$ cat config.mk
export PLATFORM = sky130hd
export DESIGN_NAME = polyphase_tap_loader
export DESIGN_NICKNAME = d
export VERILOG_FILES = /design/src/rtl/polyphase_tap_loader.sv
export SDC_FILE = /design/constraint.sdc
export NUM_CORES = 1
export LEC_CHECK = 0
export ABC_AREA = 1
export ABC_CLOCK_PERIOD_IN_PS = 4300
export CORE_AREA = 3 3 396 398
export DETAILED_ROUTE_END_ITERATION = 10
export DIE_AREA = 0 0 399 401
export PLACE_DENSITY_LB_ADDON = 0.3
export SYNTH_ARGS = -nofsm -noshare
export SYNTH_HDL_FRONTEND = slang
export SYNTH_SLANG_ARGS = --single-unit
$ cat constraint.sdc
create_clock -name clock -period 4.3 [get_ports clock]
set_input_delay 0.43 -clock clock [delete_from_list [all_inputs] [get_ports clock]]
set_output_delay 0.43 -clock clock [all_outputs]
set_load 0.01 [all_outputs]
$ cat src/rtl/polyphase_tap_loader.sv
// -----------------------------------------------------------------------------
// polyphase_tap_loader
//
// Collects one binary sample per polyphase sub-filter into a staging buffer,
// then shifts the whole staged set into the per-phase tap delay lines in a
// single load. Each load fires a one-cycle start pulse to the downstream
// stochastic (HWA/VDC) evaluators and opens an evaluation window of SC_LEN
// cycles. The taps are held frozen for the whole window. Staging keeps
// filling during a window. A full staging buffer waits for the window to end.
//
// Parameters
//   N       sample magnitude bits; samples are N+1 bits wide
//   ORDER   filter order; each phase holds ORDER+1 taps
//   PHASES  number of polyphase sub-filters
//   SC_LEN  stochastic evaluation window length in cycles
//
// Ports
//   clock      single clock, rising edge
//   reset_n    asynchronous active-low reset
//   in_data    binary input sample (N+1 bits)
//   in_valid   in_data is valid
//   in_ready   a sample can be accepted this cycle (staging not full)
//   clear      synchronous flush of taps, staging and window state
//   taps       flattened taps; phase p, tap k at ((p*(ORDER+1))+k)*(N+1)
//   start      one-cycle pulse per load
//   busy       evaluation window in progress, taps frozen
//   frame_cnt  number of completed loads, wraps at 2^16
// -----------------------------------------------------------------------------
module polyphase_tap_loader #(
   parameter int N      = 12,
   parameter int ORDER  = 18,
   parameter int PHASES = 4,
   parameter int SC_LEN = 4096
) (
   input  logic                                  clock,
   input  logic                                  reset_n,
   input  logic [N:0]                            in_data,
   input  logic                                  in_valid,
   output logic                                  in_ready,
   input  logic                                  clear,
   output logic [PHASES*(ORDER+1)*(N+1)-1:0]     taps,
   output logic                                  start,
   output logic                                  busy,
   output logic [15:0]                           frame_cnt
);

   localparam int W  = N + 1;
   localparam int NT = ORDER + 1;
   localparam int PW = (PHASES > 1) ? $clog2(PHASES) : 1;
   localparam int CW = (SC_LEN > 1) ? $clog2(SC_LEN) : 1;

   localparam logic [PW-1:0] LAST_PHASE = PW'(PHASES - 1);
   localparam logic [CW-1:0] WIN_LOAD   = CW'(SC_LEN - 1);

   // Staging slots, one per phase, plus the staging-full flag.
   logic [W-1:0]  stage_p0 [PHASES];
   logic          vld_p0;
   logic [PW-1:0] phase;

   // Tap delay lines, one per phase.
   logic [W-1:0]  tap_p1 [PHASES][NT];

   // Window control.
   logic [CW-1:0] win_cnt;
   logic          busy_r;
   logic          start_r;
   logic [15:0]   frame_r;

   logic          accept;
   logic          load;

   // Ready depends only on staging occupancy, never on the window, so the
   // producer can keep refilling staging while the taps are frozen.
   assign in_ready = ~vld_p0;
   assign accept   = in_valid & ~vld_p0;
   // A full staging set moves into the taps as soon as no window is open.
   // accept and load are mutually exclusive because accept needs ~vld_p0.
   assign load     = vld_p0 & ~busy_r;

   // ---- stage 0: sample staging -------------------------------------------
   always_ff @(posedge clock or negedge reset_n) begin
      if (!reset_n) begin
         for (int p = 0; p < PHASES; p++) begin
            stage_p0[p] <= '0;
         end
         vld_p0 <= 1'b0;
         phase  <= '0;
      end else if (clear) begin
         // clear wins over a simultaneous accept; the offered sample is lost
         for (int p = 0; p < PHASES; p++) begin
            stage_p0[p] <= '0;
         end
         vld_p0 <= 1'b0;
         phase  <= '0;
      end else if (load) begin
         for (int p = 0; p < PHASES; p++) begin
            stage_p0[p] <= '0;
         end
         vld_p0 <= 1'b0;
      end else if (accept) begin
         stage_p0[phase] <= in_data;
         if (phase == LAST_PHASE) begin
            phase  <= '0;
            vld_p0 <= 1'b1;
         end else begin
            phase <= phase + 1'b1;
         end
      end
   end

   // ---- stage 1: tap delay lines ------------------------------------------
   always_ff @(posedge clock or negedge reset_n) begin
      if (!reset_n) begin
         for (int p = 0; p < PHASES; p++) begin
            for (int k = 0; k < NT; k++) begin
               tap_p1[p][k] <= '0;
            end
         end
      end else if (clear) begin
         for (int p = 0; p < PHASES; p++) begin
            for (int k = 0; k < NT; k++) begin
               tap_p1[p][k] <= '0;
            end
         end
      end else if (load) begin
         for (int p = 0; p < PHASES; p++) begin
            for (int k = NT - 1; k > 0; k--) begin
               tap_p1[p][k] <= tap_p1[p][k-1];
            end
            tap_p1[p][0] <= stage_p0[p];
         end
      end
   end

   // ---- window control ----------------------------------------------------
   always_ff @(posedge clock or negedge reset_n) begin
      if (!reset_n) begin
         start_r <= 1'b0;
         busy_r  <= 1'b0;
         win_cnt <= '0;
         frame_r <= '0;
      end else if (clear) begin
         // frame_cnt survives a flush; only reset zeroes it
         start_r <= 1'b0;
         busy_r  <= 1'b0;
         win_cnt <= '0;
      end else begin
         start_r <= load;
         if (load) begin
            busy_r  <= 1'b1;
            win_cnt <= WIN_LOAD;
            frame_r <= frame_r + 16'd1;
         end else if (busy_r) begin
            // counter runs SC_LEN-1 .. 0, so busy spans exactly SC_LEN cycles
            if (win_cnt == '0) begin
               busy_r <= 1'b0;
            end else begin
               win_cnt <= win_cnt - 1'b1;
            end
         end
      end
   end

   assign start     = start_r;
   assign busy      = busy_r;
   assign frame_cnt = frame_r;

   // Flatten taps: phase-major, tap index minor.
   for (genvar gp = 0; gp < PHASES; gp++) begin : g_phase
      for (genvar gk = 0; gk < NT; gk++) begin : g_tap
         assign taps[((gp*NT)+gk)*W +: W] = tap_p1[gp][gk];
      end
   end

endmodule

Word-level counts from Yosys, hierarchy flattened

Index checks and enable logic that the tools add are counted.

$add $sub $neg: 3
$lt $le $gt $ge: 2
Equal/unequal tests: 3
Muxes and demuxes: 25
Bitwise gates (word level): 6
Reductions and logical operators: 11

Operator list:

| cell                                                       | number |
|---|---|
| two-way mux 988 bit                                        | 2 |
| two-way mux 52 bit                                         | 3 |
| bitwise mux 52 bit                                         | 1 |
| two-way mux 12 bit                                         | 4 |
| demux 13 bit (select 2 bit)                                | 1 |
| adder 16 x 1 -> 16 bit, second input constant              | 1 |
| two-way mux 13 bit                                         | 1 |
| logical NOT 12 bit                                         | 1 |
| subtractor 12 x 1 -> 12 bit, second input constant         | 1 |
| two-way mux 1 bit                                          | 9 |
| nonzero test 3 bit                                         | 3 |
| two-way mux 2 bit                                          | 4 |
| AND reduction 2 bit                                        | 4 |
| nonzero test 2 bit                                         | 2 |
| >= comparator 3 bit, second input constant                 | 1 |
| less-than comparator 3 x 1 -> 1 bit, second input constant | 1 |
| inequality test 3 bit, second input constant               | 1 |
| NOT 1 bit                                                  | 3 |
| NOT 2 -> 3 bit                                             | 1 |
| adder 2 x 1 -> 2 bit, second input constant                | 1 |
| bitwise AND 1 bit                                          | 2 |
| == test 2 bit, second input constant                       | 1 |
| inequality test 2 bit, second input constant               | 1 |
| logical AND 1 bit                                          | 1 |

Flip-flop bits (word level): 1073
Output and inout port bits: 1007
Logic and storage cells: 136

Longest topological paths before layout

Word-level depth: 9
Mapped depth: 10

Least setup slack after synthesis

Ideal clock, no wire load.

Kind: flip-flop to flip-flop
Start: register busy_r (netlist: busy)
End: register frame_r[13] (netlist: frame_cnt[13])
Setup time: 123 ps
Arrival: 1327 ps
Required time: 4177 ps
Setup slack: 2850 ps
Cell stages (with the launch flop): 9
Buffers on the path: 0
Cells stage by stage: dfrtp_1 inv_1 nand2_1 nor2_4 nand2_1 nor2_2 nand2_1 o21ai_0 nand2_1

Cells in the longest elaborated chain, start to end: 3

RTL lines:

| item                                 | RTL line | source |
|---|---|---|
| from (decl)                          | 65       | `logic busy_r;` |
| from (signal assigned)               | 139      | `busy_r <= 1'b0;` |
| from (signal assigned)               | 145      | `busy_r <= 1'b0;` |
| from (signal assigned)               | 150      | `busy_r <= 1'b1;` |
| NOT 1 bit                            | 78       | `assign load = vld_p0 & ~busy_r;` |
| bitwise AND 1 bit                    | 78       |  |
| AND reduction 2 bit (no source line) | --       |  |
| to (signal assigned)                 | 152      | `frame_r <= frame_r + 16'd1;` |
| to (decl)                            | 67       | `logic [15:0] frame_r;` |

No other way between the ends.
A chain may end at the register's enable or synchronous reset.

Final worst setup path

Start: register vld_p0
End: register tap_p1, in the netlist taps[619]

Cells in the longest elaborated chain, start to end: 2

RTL lines:

| item                                | RTL line | source |
|---|---|---|
| from (decl)                         | 57       | `logic vld_p0;` |
| from (signal assigned)              | 86       | `vld_p0 <= 1'b0;` |
| from (signal assigned)              | 93       | `vld_p0 <= 1'b0;` |
| from (signal assigned)              | 99       | `vld_p0 <= 1'b0;` |
| bitwise AND 1 bit                   | 78       |  |
| nonzero test 2 bit (no source line) | --       |  |
| to (signal, indexed assignment)     | 128      | `tap_p1[p][k] <= tap_p1[p][k-1];` |
| to (signal, indexed assignment)     | 130      | `tap_p1[p][0] <= stage_p0[p];` |
| to (decl)                           | 61       | `logic [W-1:0] tap_p1 [PHASES][NT];` |

No other way between the ends.

==> impl_metrics.toml <==
[outcome]
outcome = "complete, no violations"

[clock_tree]
cts-buffers-inserted = 114
cts_tree = "done"
clk_pin_slew_ns = 0.06
root_buffer = "clkbuf_16"
htree_levels = 3
clk_latency_ns = 0.75
cts_sinks = 1073
cts_max_path_buffers = 3

[yosys]
synth_common_cells = "dfrtp_1 (1,073), inv_1 (1,033), o22ai_1 (988)"
synthesis.area_sq_mm = 0.0399
synth_simple_gate_area_share_pct = 2.29
synth_top_area_share_pct = 67.2
synth_xor_area_share_pct = 0.241
synth_area_leaders = "dfrtp_1 (67%), o22ai_1 (15%), inv_1 (9.7%)"
async_reset_ff_share_pct = 100
synth_ff_type = "dfrtp_1"
synth-compound-area-share_pct = 16.3
yosysSeqAreaShare_pct = 67.2
muxShareOfSynthArea_pct = 0
synth_top_family_by_area = "compound AO/OA/AOI/OAI gates"
synth_warnings = 0
synthAdderAreaFrac_pct = 0.219
syn_nets = 3650
yosysTopAreaCell = "dfrtp_1"
yosysMostFrequentCell = "dfrtp_1"
avgSynthCellArea_sq_um = 11.0
ys_types = 27
synth_edf_count = 0
synthCells = 3626
synth_seq_cells = 1073

[placement]
portBuffers = 1023
hpwl_um = 114000
gp_routability_congestion = 0.885
dp.cells = 6523

[floorplan]
row_count = 144
die_x_um = 399
num_io_pins = 1024
die_y_um = 401
die_area_sq_mm = 0.160
core_sq_mm = 0.154
initial_core_util_pct = 26.0

[drt]
first_pass_iters = 6
vias = 30700
drc = 0
via_per_inst = 4.56
wirelength_um = 154000
ant_nets = 0
wl_per_cell_um = 22.8
drtIter0Drc = 2124

[critical_path]
crit_path_max_fanout = 169
cp-end-kind = "flip-flop"
critPathTopFamily = "buffers and inverters"
critPathLaunch = "vld_p0"
path_cells = "inv_2 -> nor2_4 -> nor2_8 -> inv_16 -> buf_12 -> o22ai_1"
cp.required_ns = 4.90
critPathArrivalTime_ns = 3.15
crit_path_max_incr_delay_ns = 0.51
cp_slowest_cell = "nor2_8"
start_kind = "flip-flop"
cp_num_buf_inv = 3
crit_type = "flip-flop to flip-flop"
r2r-start = "vld_p0"

[sta]
tns_ns = 0
max_freq_ghz = 0.392
hold_slack_ns = 0.396
period_minus_slack_ns = 2.55
slew_viol_final = 0
hold_viol_final = 0
finalCritPeriodShare_pct = 59.3
worst_pin_slew_ns = 1.04
setup_violations = 0
rsz0062_at_grt = "false"
relSlewSlack_pct = 30.3
skew_ns = 0.0705

[global_routing]
grt_max_degree = 170
first_global_vias = 31100
overflow = 0
grt_use_total_pct = 18.6
use_met2_pct = 31.2
busiest_layer = "met2"
grt_pass1_wl_um = 221000
gr-usage-met3_pct = 5.77
antenna_found_initial = 6
gr-usage-met1_pct = 22.4

[job]
max-cap-violations = 0

[finish]
nNetsFinal = 4620
areaGrowthSynthToFinish_pct = 40.4
drive_gt1_share_pct = 5.69
fillers = 15300
stdcell_count = 6742

[pwr]
power.density_mw_per_mm2 = 442
p_leak_nw = 22.9
peakVddDrop_uv = 350
total_power_mw = 24.8

[hold_path]
hold_path_class = "input port to asynchronous set/reset pin"
==> repair_timing <==
action,in CTS,in global routing
resized for setup,0,0
buffers inserted,0,0
endpoints found under the hold margin,56,0
hold buffers,1,0
==> routing by layer <==
layer,vias up,share of wire (%)
met5,-,0.0045
met4,2,3.9
met3,244,7.9
met2,996,49
met1,15500,39
li1,13900,-
==> worst paths after layout <==
kind	to	slack, ns	cells past startpoint
max	taps[619]	1.75	6
min	taps[13]	0.40	2
max reg2reg	taps[619]	1.75	6
min reg2reg	taps[978]	0.48	2
max in group asynchronous	stage_p0[48]	2.76	3
min in group clock	taps[978]	0.48	2
==> sequential cells by signal, summed over array words and instances (netlist names) <==
name,count
phase,2
busy,1
taps,988
start,1
vld_p0,1
win_cnt,12
stage_p0,52
frame_cnt,16
==> worst reg2reg max path, delay by kind of cell (launching register included) <==
family                 cells  cell delay, ns
buffers and inverters      3            1.23
AND/OR/NAND/NOR            2            0.61
flip-flops                 1            0.39
AO/OA/AOI/OAI              1            0.23
==> stage by stage <==
stage | instance area, sq um | utilization (%) | setup slack, ns
6_report | 56100 | 36.5 | 1.75
4_1_cts | 56100 | 36.5 | 1.80
3_5_place_dp | 52000 | 33.8 | 1.38
3_3_place_gp | 52000 | 33.8 | 1.44
2_1_floorplan | 39900 | - | 2.85
5_1_grt | 56100 | 36.5 | 1.71
==> cell type report <==
class	count	area (sq um)	share of cell area, %
antenna	2	5.00	0.00893
clock buffer	166	3360	5.99
clock inverter	50	734	1.31
inverter	1036	3910	6.96
multi-input combinational	1286	7620	13.6
sequential	1073	26900	47.9
tap	2044	2560	4.56
timing repair buffer	1085	11000	19.7
==> where the power goes <==
part           leakage (nW)  switching, mW  internal, mW
sequential             14.9          0.133          10.3
combinational          5.99           2.90         0.922
clock                  2.02           4.31          6.24
==> kinds of logic after synthesis <==
logic type,count (synthesis)
AOI/OAI and AO/OA,1053
xor gates and xnor gates,11
adders and majority gates,7
buffers and inverters,1267
DFF,1073
and+or+nand+nor,215
==> placed cells by master (no fill, tap or decap), drive strengths merged <==
cell type      synthesis  routed
dfrtp               1073    1073
dlygate4sd3            0       1
nor2                  27      27
o22ai                988     988
clkbuf                68     166
diode                  0       2
bufinv                 0      13
nand3                 27      27
xor2                   7       7
inv                 1036    1040
o21ai                 64      64
clkdlybuf4s50          0    1022
clkinvlp               0       2
buf                  163      62
clkinv                 0      31
nor3                   2       2
a21oi                  1       1
nand4                  9       9
xnor2                  4       4
nand2                148     148
ha                     7       7
nand3b                 2       2
Note: power is estimated with default switching activity, not from simulation.
